**src/rtl/mem_map_pkg.sv**
```systemverilog
// Shared memory-map definitions for the CPU-side memory controller:
// FSM state encoding, address-map constants, data width and the decoder.
package mem_map_pkg;

    localparam int          DATA_W       = 16;
    localparam int          ADDR_W       = 16;
    localparam logic [15:0] RAM_BASE     = 16'h0000;
    localparam logic [15:0] RAM_LIMIT    = 16'h03FF;
    localparam logic [15:0] MAP_LED_ADDR = 16'hFFFE;
    localparam logic [15:0] MAP_SW_ADDR  = 16'hFFFF;

    typedef enum logic [1:0] {
        ST_IDLE  = 2'd0,
        ST_ISSUE = 2'd1,
        ST_WAIT  = 2'd2,
        ST_RESP  = 2'd3
    } state_t;

    typedef enum logic [1:0] {
        AK_RAM  = 2'd0,
        AK_LED  = 2'd1,
        AK_SW   = 2'd2,
        AK_NONE = 2'd3
    } kind_t;

    // Full 16-bit decode: the offset form keeps the RAM window exact, so
    // nothing outside RAM_BASE..RAM_LIMIT aliases onto the RAM.
    function automatic kind_t decode(input logic [ADDR_W-1:0] addr,
                                     input logic [ADDR_W-1:0] led_addr,
                                     input logic [ADDR_W-1:0] sw_addr);
        if ((addr - RAM_BASE) <= (RAM_LIMIT - RAM_BASE)) return AK_RAM;
        if (addr == led_addr)                            return AK_LED;
        if (addr == sw_addr)                             return AK_SW;
        return AK_NONE;
    endfunction

endpackage

```
**src/rtl/sync2.sv**
```systemverilog
// Two-flop synchronizer for quasi-static asynchronous inputs (board switches).
module sync2 #(
    parameter int WIDTH = 16
) (
    input  logic             i_clk,
    input  logic             i_rst_n,
    input  logic [WIDTH-1:0] i_d,
    output logic [WIDTH-1:0] o_q
);

    logic [WIDTH-1:0] r_meta;
    logic [WIDTH-1:0] r_sync;

    // First flop may go metastable; the second gives it a full cycle to settle.
    always_ff @(posedge i_clk) begin
        if (!i_rst_n) begin
            r_meta <= '0;
            r_sync <= '0;
        end else begin
            r_meta <= i_d;
            r_sync <= r_meta;
        end
    end

    assign o_q = r_sync;

endmodule

```
**src/rtl/mem_ctrl.sv**
```systemverilog
// CPU memory controller: decodes a 16-bit word address onto RAM port A,
// an LED register and a synchronized switch input.
//
// Handshake: cpu_req is a level request sampled only in IDLE; the request
// fields are latched on that edge and may change afterwards. cpu_ready is a
// single-cycle completion pulse (cycle 2 for store/I/O/unmapped, cycle 3 for
// a RAM load, counted from the sampling edge); cpu_rdata is valid while
// cpu_ready is high and holds until the next load completes. A request
// still high in the cycle after cpu_ready is accepted as a new access.
module mem_ctrl
    import mem_map_pkg::*;
#(
    parameter int          RAM_AWIDTH = 10,
    parameter logic [15:0] LED_ADDR   = MAP_LED_ADDR,
    parameter logic [15:0] SW_ADDR    = MAP_SW_ADDR
) (
    input  logic                  clk,
    input  logic                  reset,
    input  logic                  cpu_req,
    input  logic                  cpu_we,
    input  logic [ADDR_W-1:0]     cpu_addr,
    input  logic [DATA_W-1:0]     cpu_wdata,
    output logic [DATA_W-1:0]     cpu_rdata,
    output logic                  cpu_ready,
    output logic                  addr_fault,
    output logic                  mem_we,
    output logic [RAM_AWIDTH-1:0] mem_addr,
    output logic [DATA_W-1:0]     mem_data,
    input  logic [DATA_W-1:0]     mem_q,
    input  logic [DATA_W-1:0]     io_sw,
    output logic [DATA_W-1:0]     io_led
);

    state_t              r_state;
    logic                r_we;
    logic [ADDR_W-1:0]   r_addr;
    logic [DATA_W-1:0]   r_wdata;
    logic [DATA_W-1:0]   r_rdata;
    logic                r_ready;
    logic                r_fault;
    logic                r_mem_we;
    logic [DATA_W-1:0]   r_led;

    kind_t               w_acc_kind;
    kind_t               w_kind;
    logic [DATA_W-1:0]   w_sw_sync;

    // Decode of the incoming address (for the early write strobe) and of the
    // latched address (for everything that happens after acceptance).
    assign w_acc_kind = decode(cpu_addr, LED_ADDR, SW_ADDR);
    assign w_kind     = decode(r_addr, LED_ADDR, SW_ADDR);

    sync2 #(
        .WIDTH (DATA_W)
    ) u_sw_sync (
        .i_clk   (clk),
        .i_rst_n (reset),
        .i_d     (io_sw),
        .o_q     (w_sw_sync)
    );

    // Access sequencer: IDLE latches the request, ISSUE drives the RAM or
    // completes I/O, WAIT captures RAM read data, RESP pulses cpu_ready.
    always_ff @(posedge clk) begin
        if (!reset) begin
            r_state  <= ST_IDLE;
            r_we     <= 1'b0;
            r_addr   <= '0;
            r_wdata  <= '0;
            r_rdata  <= '0;
            r_ready  <= 1'b0;
            r_fault  <= 1'b0;
            r_mem_we <= 1'b0;
            r_led    <= '0;
        end else begin
            case (r_state)
                ST_IDLE: begin
                    if (cpu_req) begin
                        r_we     <= cpu_we;
                        r_addr   <= cpu_addr;
                        r_wdata  <= cpu_wdata;
                        // Registered so the strobe covers exactly the ISSUE cycle.
                        r_mem_we <= cpu_we && (w_acc_kind == AK_RAM);
                        r_state  <= ST_ISSUE;
                    end
                end
                ST_ISSUE: begin
                    r_mem_we <= 1'b0;
                    if ((w_kind == AK_RAM) && !r_we) begin
                        r_state <= ST_WAIT;
                    end else begin
                        r_state <= ST_RESP;
                        r_ready <= 1'b1;
                        r_fault <= (w_kind == AK_NONE);
                        if (r_we && (w_kind == AK_LED)) r_led <= r_wdata;
                        if (!r_we) begin
                            case (w_kind)
                                AK_LED:  r_rdata <= r_led;
                                AK_SW:   r_rdata <= w_sw_sync;
                                AK_NONE: r_rdata <= '0;
                                default: r_rdata <= r_rdata;
                            endcase
                        end
                    end
                end
                ST_WAIT: begin
                    r_rdata <= mem_q;
                    r_ready <= 1'b1;
                    r_state <= ST_RESP;
                end
                ST_RESP: begin
                    r_ready <= 1'b0;
                    r_fault <= 1'b0;
                    r_state <= ST_IDLE;
                end
                default: r_state <= ST_IDLE;
            endcase
        end
    end

    assign cpu_rdata  = r_rdata;
    assign cpu_ready  = r_ready;
    assign addr_fault = r_fault;
    assign mem_we     = r_mem_we;
    assign mem_addr   = r_addr[RAM_AWIDTH-1:0];
    assign mem_data   = r_wdata;
    assign io_led     = r_led;

endmodule
```
**config.mk**
```make
export PLATFORM = sky130hd
export DESIGN_NAME = mem_ctrl
export DESIGN_NICKNAME = d
export VERILOG_FILES = /design/src/rtl/mem_map_pkg.sv /design/src/rtl/sync2.sv /design/src/rtl/mem_ctrl.sv
export SDC_FILE = /design/constraint.sdc
export NUM_CORES = 1
export LEC_CHECK = 0
export BUFFER_PORTS_ARGS = -buffer_cell sky130_fd_sc_hd__buf_4
export CAP_MARGIN = 5
export CORE_ASPECT_RATIO = 1.25
export CORE_MARGIN = 3
export CORE_UTILIZATION = 53
export CTS_BUF_LIST = sky130_fd_sc_hd__clkbuf_8
export DETAILED_ROUTE_END_ITERATION = 6
export GPL_TIMING_DRIVEN = 0
export PLACE_DENSITY = 0.85
export REMOVE_ABC_BUFFERS = 1
export SLEW_MARGIN = 40
export SYNTH_ARGS = -nofsm -noshare
export SYNTH_HDL_FRONTEND = slang
export SYNTH_HIERARCHICAL = 1
export SYNTH_SLANG_ARGS = --single-unit
```
**constraint.sdc**
```tcl
create_clock -name clk -period 3 [get_ports clk]
set_input_delay 0.3 -clock clk [delete_from_list [all_inputs] [get_ports clk]]
set_output_delay 0.3 -clock clk [all_outputs]
set_load 0.05 [all_outputs]
```
---- After elaboration in Yosys (flattened, before gate mapping) ----
Cells that the tools add are included.
storage, ports and cells
  register bits ........................... 102
  logic and storage cells ................. 82
  bits of input ports ..................... 68
  output and inout bits ................... 61
cells by class
  mux-type cells .......................... 37
  bitwise operators ....................... 1
  magnitude comparators ................... 2
  reduce and logical (&&, ||, !) cells .... 17
  equality and inequality tests ........... 14
operators with widths
  operator                                                          count
  equality test 16 bit, second input constant                       4
  one-hot mux 16 bit (3 select lines)                               1
  less-or-equal comparator 16 x 10 -> 1 bit, second input constant  2
  2-to-1 mux 16 bit                                                 2
  one-hot mux 16 bit (2 select lines)                               1
  2-to-1 mux 2 bit                                                  13
  2-to-1 mux 1 bit                                                  16
  equality test 2 bit, second input constant                        4
  one-hot mux 2 bit (4 select lines)                                1
  AND reduction 2 bit                                               4
  logical NOT 2 bit                                                 3
  != test 2 bit, second input constant                              3
  nonzero test 2 bit                                                3
  equality test 2 x 1 -> 1 bit, second input constant               2
  != test 4 bit, second input constant                              1
  one-hot mux 1 bit (2 select lines)                                2
  AND reduction 4 bit                                               1
  logical AND 1 bit                                                 3
  one-hot mux 1 bit (3 select lines)                                1
  AND reduction 3 bit                                               1
  nonzero test 3 bit                                                1
  logical NOT 1 bit                                                 1
  inverter 1 bit                                                    1

---- Longest topological paths before layout ----
Gate-level depths: netlist of the first run.
  word-level depth ........................ 13
  mapped depth ............................ 8
  depth with buffers taken out ............ 6

---- Modules after synthesis ----
The synthesis of the first run kept the hierarchy.
by module, submodules not included
  module    sequential area each (µm²)  times used  cells an instance  area an instance (µm²)
  mem_ctrl  1401.3                      1           384                3178.0
  sync2     640.6                       1           67                 895.9

---- Least setup slack after synthesis of the first run ----
No wires, ideal clock.
  path type ............................... register to register
  start ................................... reg r_state[1]
  end ..................................... reg r_rdata[10], in the netlist cpu_rdata[10]
  library setup time ...................... 0.088 ns
  data arrival time ....................... 2.038 ns
  cell stages (with the launch flop) ...... 9
  required time ........................... 2.912 ns
  buffers on the path ..................... 2
  path slack .............................. 0.873 ns
  period minus slack after synthesis ...... 2.127 ns
  cells stage by stage .................... dfxtp_1 inv_1 ha_1 buf_2 or3b_2 o211ai_4 buf_8 mux2i_1 a311oi_2
on the way
  cells in the longest elaborated chain, start to end .. 3
  elaborated cells on any way between the ends .. 8
  classes of those cells .................. eq/ne: 5; mux: 1; reduce/logical: 2
ends and longest elaborated chain
  what                                                                 line             text
  start, declared                                                      mem_ctrl.sv:34   state_t r_state;
  start signal, assigned                                               mem_ctrl.sv:66   r_state <= ST_IDLE;
  start signal, assigned                                               mem_ctrl.sv:84   r_state <= ST_ISSUE;
  start signal, assigned                                               mem_ctrl.sv:90   r_state <= ST_WAIT;
  equality test 2 x 1 -> 1 bit or equality test 2 bit (tied branches)  mem_ctrl.sv:76   case (r_state)
  != test 4 bit (no source line) (tied with other cells)               -
  AND reduction 4 bit (no source line)                                 -
  end signal, assigned                                                 mem_ctrl.sv:98   AK_LED: r_rdata <= r_led;
  end signal, assigned                                                 mem_ctrl.sv:99   AK_SW: r_rdata <= w_sw_sync;
  end signal, assigned                                                 mem_ctrl.sv:101  default: r_rdata <= r_rdata;
  end, declared                                                        mem_ctrl.sv:38   logic [DATA_W-1:0] r_rdata;
Several ways; a longest one is shown, not always the timed one.
A chain may end at the register's enable or synchronous reset.

---- Final worst setup path of the first run ----
  start ................................... reg r_state[1]
  end ..................................... reg r_rdata[12], in the netlist cpu_rdata[12]
The elaborated chain is that of the path after synthesis.

==> results of run 1 <==
==> layout make-up <==
type / instances / area, um2 / area share
clock inverter: 6 / 67.56 / 0.01290
tap: 92 / 115.1 / 0.02198
timing repair buffer: 134 / 1010 / 0.1928
inverter: 4 / 20.02 / 0.003822
clock buffer: 10 / 137.6 / 0.02628
sequential: 102 / 2042 / 0.3899
multi-input combinational: 303 / 1846 / 0.3524
==> kinds of logic after synthesis <==
| kind of cell | count (synthesis) | share of synthesized area |
|---|---|---|
| flops | 102 | 0.5012 |
| fa+ha+maj | 4 | 0.01229 |
| compound gates | 111 | 0.1705 |
| buf+inv | 46 | 0.05620 |
| mux | 16 | 0.03931 |
| simple gates | 172 | 0.2205 |
==> per-layer routing <==
layer  up-vias  share of wire
li1       1746              -
met1      1719           0.39
met2       114           0.54
met3         8          0.054
met4         0         0.0098
met5         -              0
==> worst reg2reg max path: cells and delay by family (launching register included) <==
kind,cells,cell delay (ns)
AND/OR/NAND/NOR,1,0.54
adder cells (fa/ha/maj),1,0.38
AO/OA/AOI/OAI,2,0.58
buffers and inverters,2,0.34
flip-flops,1,0.35
multiplexers,1,0.28
==> path summary, 6_finish.rpt <==
kind | startpoint | endpoint
max | r_state[1] | cpu_rdata[12]
min | io_sw[15] | u_sw_sync/r_meta[15]
max reg2reg | r_state[1] | cpu_rdata[12]
min reg2reg | u_sw_sync/r_meta[11] | u_sw_sync/o_q[11]
==> placed cells by master (no fill, tap or decap), types with 2 or more instances in the layout <==
cell	count
a21oi_1	52
a311oi_1	11
a311oi_2	5
and2_2	33
buf_2	3
buf_4	129
clkbuf_8	10
clkinvlp_4	2
dfxtp_1	102
ha_1	3
inv_1	3
inv_6	2
mux2i_1	16
nand2_1	85
nand2b_1	16
nand3_1	19
nand4_1	4
nor4_1	2
o21ai_0	33
o21ai_1	2
or4_1	2
==> cells in the mapped netlist (2+ instances only) <==
library cell	count	area, um2
clkbuf_1	25	93.84
dfxtp_1	102	2042
o21ai_0	33	165.2
a21oi_1	52	260.3
clkbuf_2	3	15.01
inv_1	3	11.26
nor4_1	3	18.77
or4_1	2	15.01
buf_2	3	15.01
ha_1	4	50.05
a311oi_1	11	96.34
buf_4	10	75.07
mux2i_1	16	160.2
a311oi_2	5	75.07
o21ai_1	2	10.01
nand3_1	19	95.09
nand4_1	4	25.02
nand2_1	86	322.8
nand2b_1	16	100.1
and2_2	32	240.2
==> power by group through the flow <==
stage | logic, mW | clock network [mW] | registers [mW]
2_1_floorplan | 0.578 | 0 | 2.16
3_3_place_gp | 1.52 | 0 | 1.68
3_5_place_dp | 1.56 | 0 | 1.69
4_1_cts | 1.57 | 0.886 | 1.66
5_1_grt | 1.70 | 0.941 | 1.69
6_report | 1.59 | 0.875 | 1.66
==> sequential cells by signal, indices dropped and copies added (netlist names), 2 cells and up <==
register / count
u_sw_sync/r_meta: 16
cpu_rdata: 16
u_sw_sync/o_q: 16
r_addr: 16
mem_data: 16
r_state: 2
io_led: 16
==> through the flow <==
step,cells,setup TNS (ns)
after global placement,629,-53.84
after CTS,650,0
after global routing,651,0
after floorplan,409,-17.82
final,651,0
after detailed placement,634,0
==> impl_metrics.env, run 1 <==
export IMPL_cp_arrival_ns=2.82
export IMPL_die_w_um=84.42
export IMPL_final_nets=626
export IMPL_required_ns=3.19
export IMPL_worst_pin_slew_ns=0.7408
export IMPL_cts_buffer_depth=2
export IMPL_dpl_hpwl_mm=7.144
export IMPL_track_usage=0.2367
export IMPL_first_pass_iters=4
export IMPL_cp_slowest_stage_delay_ns=0.54
export IMPL_dieArea_um2=8781
export IMPL_drc=0
export IMPL_finalWeightedCongestion=0.7801
export IMPL_maxCapViolations=0
export IMPL_syn_instance_count=451
export IMPL_routed_via_density=5.510
export IMPL_pre_cts_slack_ns=0.1407
export IMPL_synth_edf_count=0
export IMPL_placed_cell_area_um2=5010
export IMPL_synth_seq_cells=102
export IMPL_synth_area_um2=4074
export IMPL_yosysSeqAreaShare=0.5012
export IMPL_clock_latency_ns=0.35
export IMPL_grt_first_pass_wirelength_mm=16.78
export IMPL_postSynth_asyncResetShare=0
export IMPL_power_internal_mw=2.488
export IMPL_use_met3=0.03407
export IMPL_cts_buffers=9
export IMPL_die_h_um=104.0
export IMPL_grt_busiest_layer="met2"
export IMPL_min_period_ns=2.621
export IMPL_cts_setup_buffers=0
export IMPL_worst_slack_ns=0.3786
export IMPL_grt_overflow_total=0
export IMPL_synthFlopType="dfxtp_1"
export IMPL_seq_power_share=0.403
export IMPL_portBuffers=128
export IMPL_stdcell_area_um2=5238
export IMPL_ctsResizeCount=0
export IMPL_startpoint_type="flop"
export IMPL_rows=35
export IMPL_r2r_slack_ns=0.38
export IMPL_met1_usage=0.2776
export IMPL_whs_path_depth=2
export IMPL_pin_count=129
export IMPL_crit_path_end_kind="flop"
export IMPL_slew_violations=0
export IMPL_rr_worst_depth=7
export IMPL_vias=3587
export IMPL_drt_initial_drc_count=225
export IMPL_grt_max_degree=70
export IMPL_finClkSkew_ns=0.009372
export IMPL_p_switching_mw=1.634
export IMPL_hold_class="in -> reg"
export IMPL_hold_violations=0
export IMPL_slew_headroom=0.5050
export IMPL_fin_total_pwr_mw=4.121
export IMPL_comb_power_share=0.385
export IMPL_cp_num_buf_inv=2
export IMPL_cp_depth=7
export IMPL_avgSynthCellArea_um2=9.033
export IMPL_cts_sinks=102
export IMPL_utilization=0.7077
export IMPL_ys_types=40
export IMPL_run_status="complete, no violations"
export IMPL_first_global_vias=3510
export IMPL_ctsHoldBuffers=0
export IMPL_power_leakage_nw=2.168
export IMPL_layout_drive_gt1_share=0.3560
export IMPL_swShare=0.3964
export IMPL_drt_wl_total_mm=10.51
export IMPL_core_um2=7401
export IMPL_clk_pin_slew_ns=0.10
export IMPL_cts_root_buf="clkbuf_8"
export IMPL_cp_max_fo=10
export IMPL_crit_family="compound AO/OA/AOI/OAI gates"
export IMPL_worstPathCellList="inv_1 > ha_1 > or3b_2 > o211ai_4 > buf_8 > mux2i_1 > a311oi_2"
export IMPL_grt_setup_unrepaired="no"
export IMPL_min_period_over_period=0.8738
export IMPL_yosysWarnings=6
export IMPL_syn_to_final_growth_pct=28.56
export IMPL_antenna_found_initial=0
export IMPL_diodes=0
export IMPL_gr_usage_met2=0.4368
export IMPL_vdd_drop_max_mv=0.5231
export IMPL_pwr_share_clk=0.212
export IMPL_worstSetupPathType="reg -> reg"
export IMPL_slowest_stage="or3b_2"
export IMPL_wire_per_inst_um=16.15
export IMPL_cts_tree="yes"
export IMPL_htreeDepth=3
export IMPL_power_density_nw_per_um2=786.9
export IMPL_clock_fmax_mhz=381.5
export IMPL_initial_core_util=0.5505
export IMPL_fillers=579
export IMPL_setup_violations=0
export IMPL_postRouteAntennaNets=0
export IMPL_timing_hold_ws_ns=0.1676
(Power assumes the default switching activity.)
==> run 2: changes to the inputs <==
Settings changed: CELL_PAD_IN_SITES_DETAIL_PLACEMENT set to 0, CELL_PAD_IN_SITES_GLOBAL_PLACEMENT set to 1, CORE_UTILIZATION 53 to 39, PLACE_DENSITY 0.85 to 0.84.
==> impl_metrics.env, run 2 (synthesized netlist as in run 1, its figures left out) <==
export IMPL_final_nets=628
export IMPL_maxCapViolations=0
export IMPL_slew_headroom=0.4583
export IMPL_worstSetupPathType="reg -> reg"
export IMPL_grt_overflow_total=0
export IMPL_min_period_ns=2.530
export IMPL_htreeDepth=3
export IMPL_placed_cells=674
export IMPL_grt_first_pass_wirelength_mm=16.99
export IMPL_clock_latency_ns=0.35
export IMPL_ctsResizeCount=0
export IMPL_layout_cells_non_filler=690
export IMPL_min_period_over_period=0.8432
export IMPL_timing_hold_ws_ns=0.1581
export IMPL_crit_path_end_kind="flop"
export IMPL_cts_sinks=102
export IMPL_vias=3486
export IMPL_grt_max_degree=70
export IMPL_run_status="complete, no violations"
export IMPL_clk_pin_slew_ns=0.10
export IMPL_cts_root_buf="clkbuf_8"
export IMPL_routed_via_density=5.052
export IMPL_die_h_um=120.3
export IMPL_hold_class="in -> reg"
export IMPL_required_ns=3.25
export IMPL_final_common_cell="buf_4"
export IMPL_grt_setup_unrepaired="no"
export IMPL_diodes=0
export IMPL_vdd_drop_max_mv=0.3066
export IMPL_drc=0
export IMPL_hold_violations=0
export IMPL_cp_arrival_ns=2.78
export IMPL_rows=41
export IMPL_fin_total_pwr_mw=4.115
export IMPL_worst_pin_slew_ns=0.8126
export IMPL_wire_per_inst_um=15.82
export IMPL_syn_to_final_growth_pct=29.85
export IMPL_postRouteAntennaNets=0
export IMPL_clock_fmax_mhz=395.3
export IMPL_final_cell_mix="buf_4 (130), dfxtp_1 (102), nand2_1 (85)"
export IMPL_cts_tree="yes"
export IMPL_power_leakage_nw=2.189
export IMPL_startpoint_type="flop"
export IMPL_pin_count=129
export IMPL_cts_setup_buffers=0
export IMPL_finalWeightedCongestion=0.7830
export IMPL_ctsHoldBuffers=0
export IMPL_portBuffers=128
export IMPL_die_w_um=97.42
export IMPL_setup_violations=0
export IMPL_antenna_found_initial=0
export IMPL_dieArea_um2=11720
export IMPL_slowest_stage="or3b_2"
export IMPL_layout_drive_gt1_share=0.3529
export IMPL_utilization=0.5208
export IMPL_cts_buffers=9
export IMPL_fillers=1014
export IMPL_first_pass_iters=4
export IMPL_first_global_vias=3320
export IMPL_cp_slowest_stage_delay_ns=0.54
export IMPL_dpl_hpwl_mm=7.452
export IMPL_drt_wl_total_mm=10.92
export IMPL_worstPathCellList="inv_1 > ha_1 > or3b_2 > o211ai_4 > buf_8 > mux2i_1 > a311oi_1"
export IMPL_drt_initial_drc_count=104
export IMPL_initial_core_util=0.4011
export IMPL_core_um2=10160
export IMPL_track_usage=0.1798
export IMPL_cts_buffer_depth=2
export IMPL_slew_violations=0
export IMPL_finClkSkew_ns=0.01046
export IMPL_power_density_nw_per_um2=777.8
export IMPL_cp_max_fo=9
==> run 2: cell types whose count changed in the layout (fill, tap and decap cells not counted) <==
| cell | delta |
|---|---|
| inv_1 | +2 |
| ha_1 | +1 |
| clkinvlp_4 | -1 |
| clkbuf_8 | +1 |
| buf_4 | +1 |
| buf_2 | +1 |
| ha_2 | -1 |
| inv_6 | -2 |
==> run 2: final timing paths <==
path	slack, ns	from	cells past startpoint	to
max reg2reg	0.47	r_state[1]	7	cpu_rdata[7]
min	0.16	io_sw[10]	2	u_sw_sync/r_meta[10]
max	0.47	r_state[1]	7	cpu_rdata[7]
min reg2reg	0.45	u_sw_sync/r_meta[4]	1	u_sw_sync/o_q[4]
==> run 2: cell type report <==
class | count | area [um2] | area share
Clock buffer | 11 | 151.4 | 0.02862
Clock inverter | 5 | 50.05 | 0.009461
Inverter | 4 | 20.02 | 0.003784
Multi-Input combinational cell | 303 | 1843 | 0.3484
Sequential cell | 102 | 2042 | 0.3860
Tap cell | 129 | 161.4 | 0.03051
Timing Repair Buffer | 136 | 1022 | 0.1932
==> run 2: metal layers <==
layer	wire length, um	global-route usage	vias to the layer above
li1	-	-	1747
met1	4668	0.2204	1619
met2	5437	0.3092	106
met3	593	0.03405	14
met4	216	0.07532	0
met5	0	0	-
==> run 2: worst max-delay path: cells and delay by family (launching register included) <==
family	cells	cell delay (ns)
AO/OA/AOI/OAI	2	0.74
AND/OR/NAND/NOR	1	0.54
buffers and inverters	2	0.35
adder cells (fa/ha/maj)	1	0.38
flip-flops	1	0.34
multiplexers	1	0.08
==> run 2: stage by stage <==
step	instance area, um2	TNS [ns]	setup slack, ns
4_1_cts	5290	0	0.4367
2_1_floorplan	3860	-17.82	-0.7251
3_3_place_gp	4982	-66.54	-2.412
5_1_grt	5290	0	0.3570
6_report	5290	0	0.4704
3_5_place_dp	5089	0	0.4670
==> run 2: report_power, final <==
part / internal (mW) / switching [mW]
Clock: 0.425 / 0.450
Combinational: 0.535 / 1.05
Sequential: 1.54 / 0.119
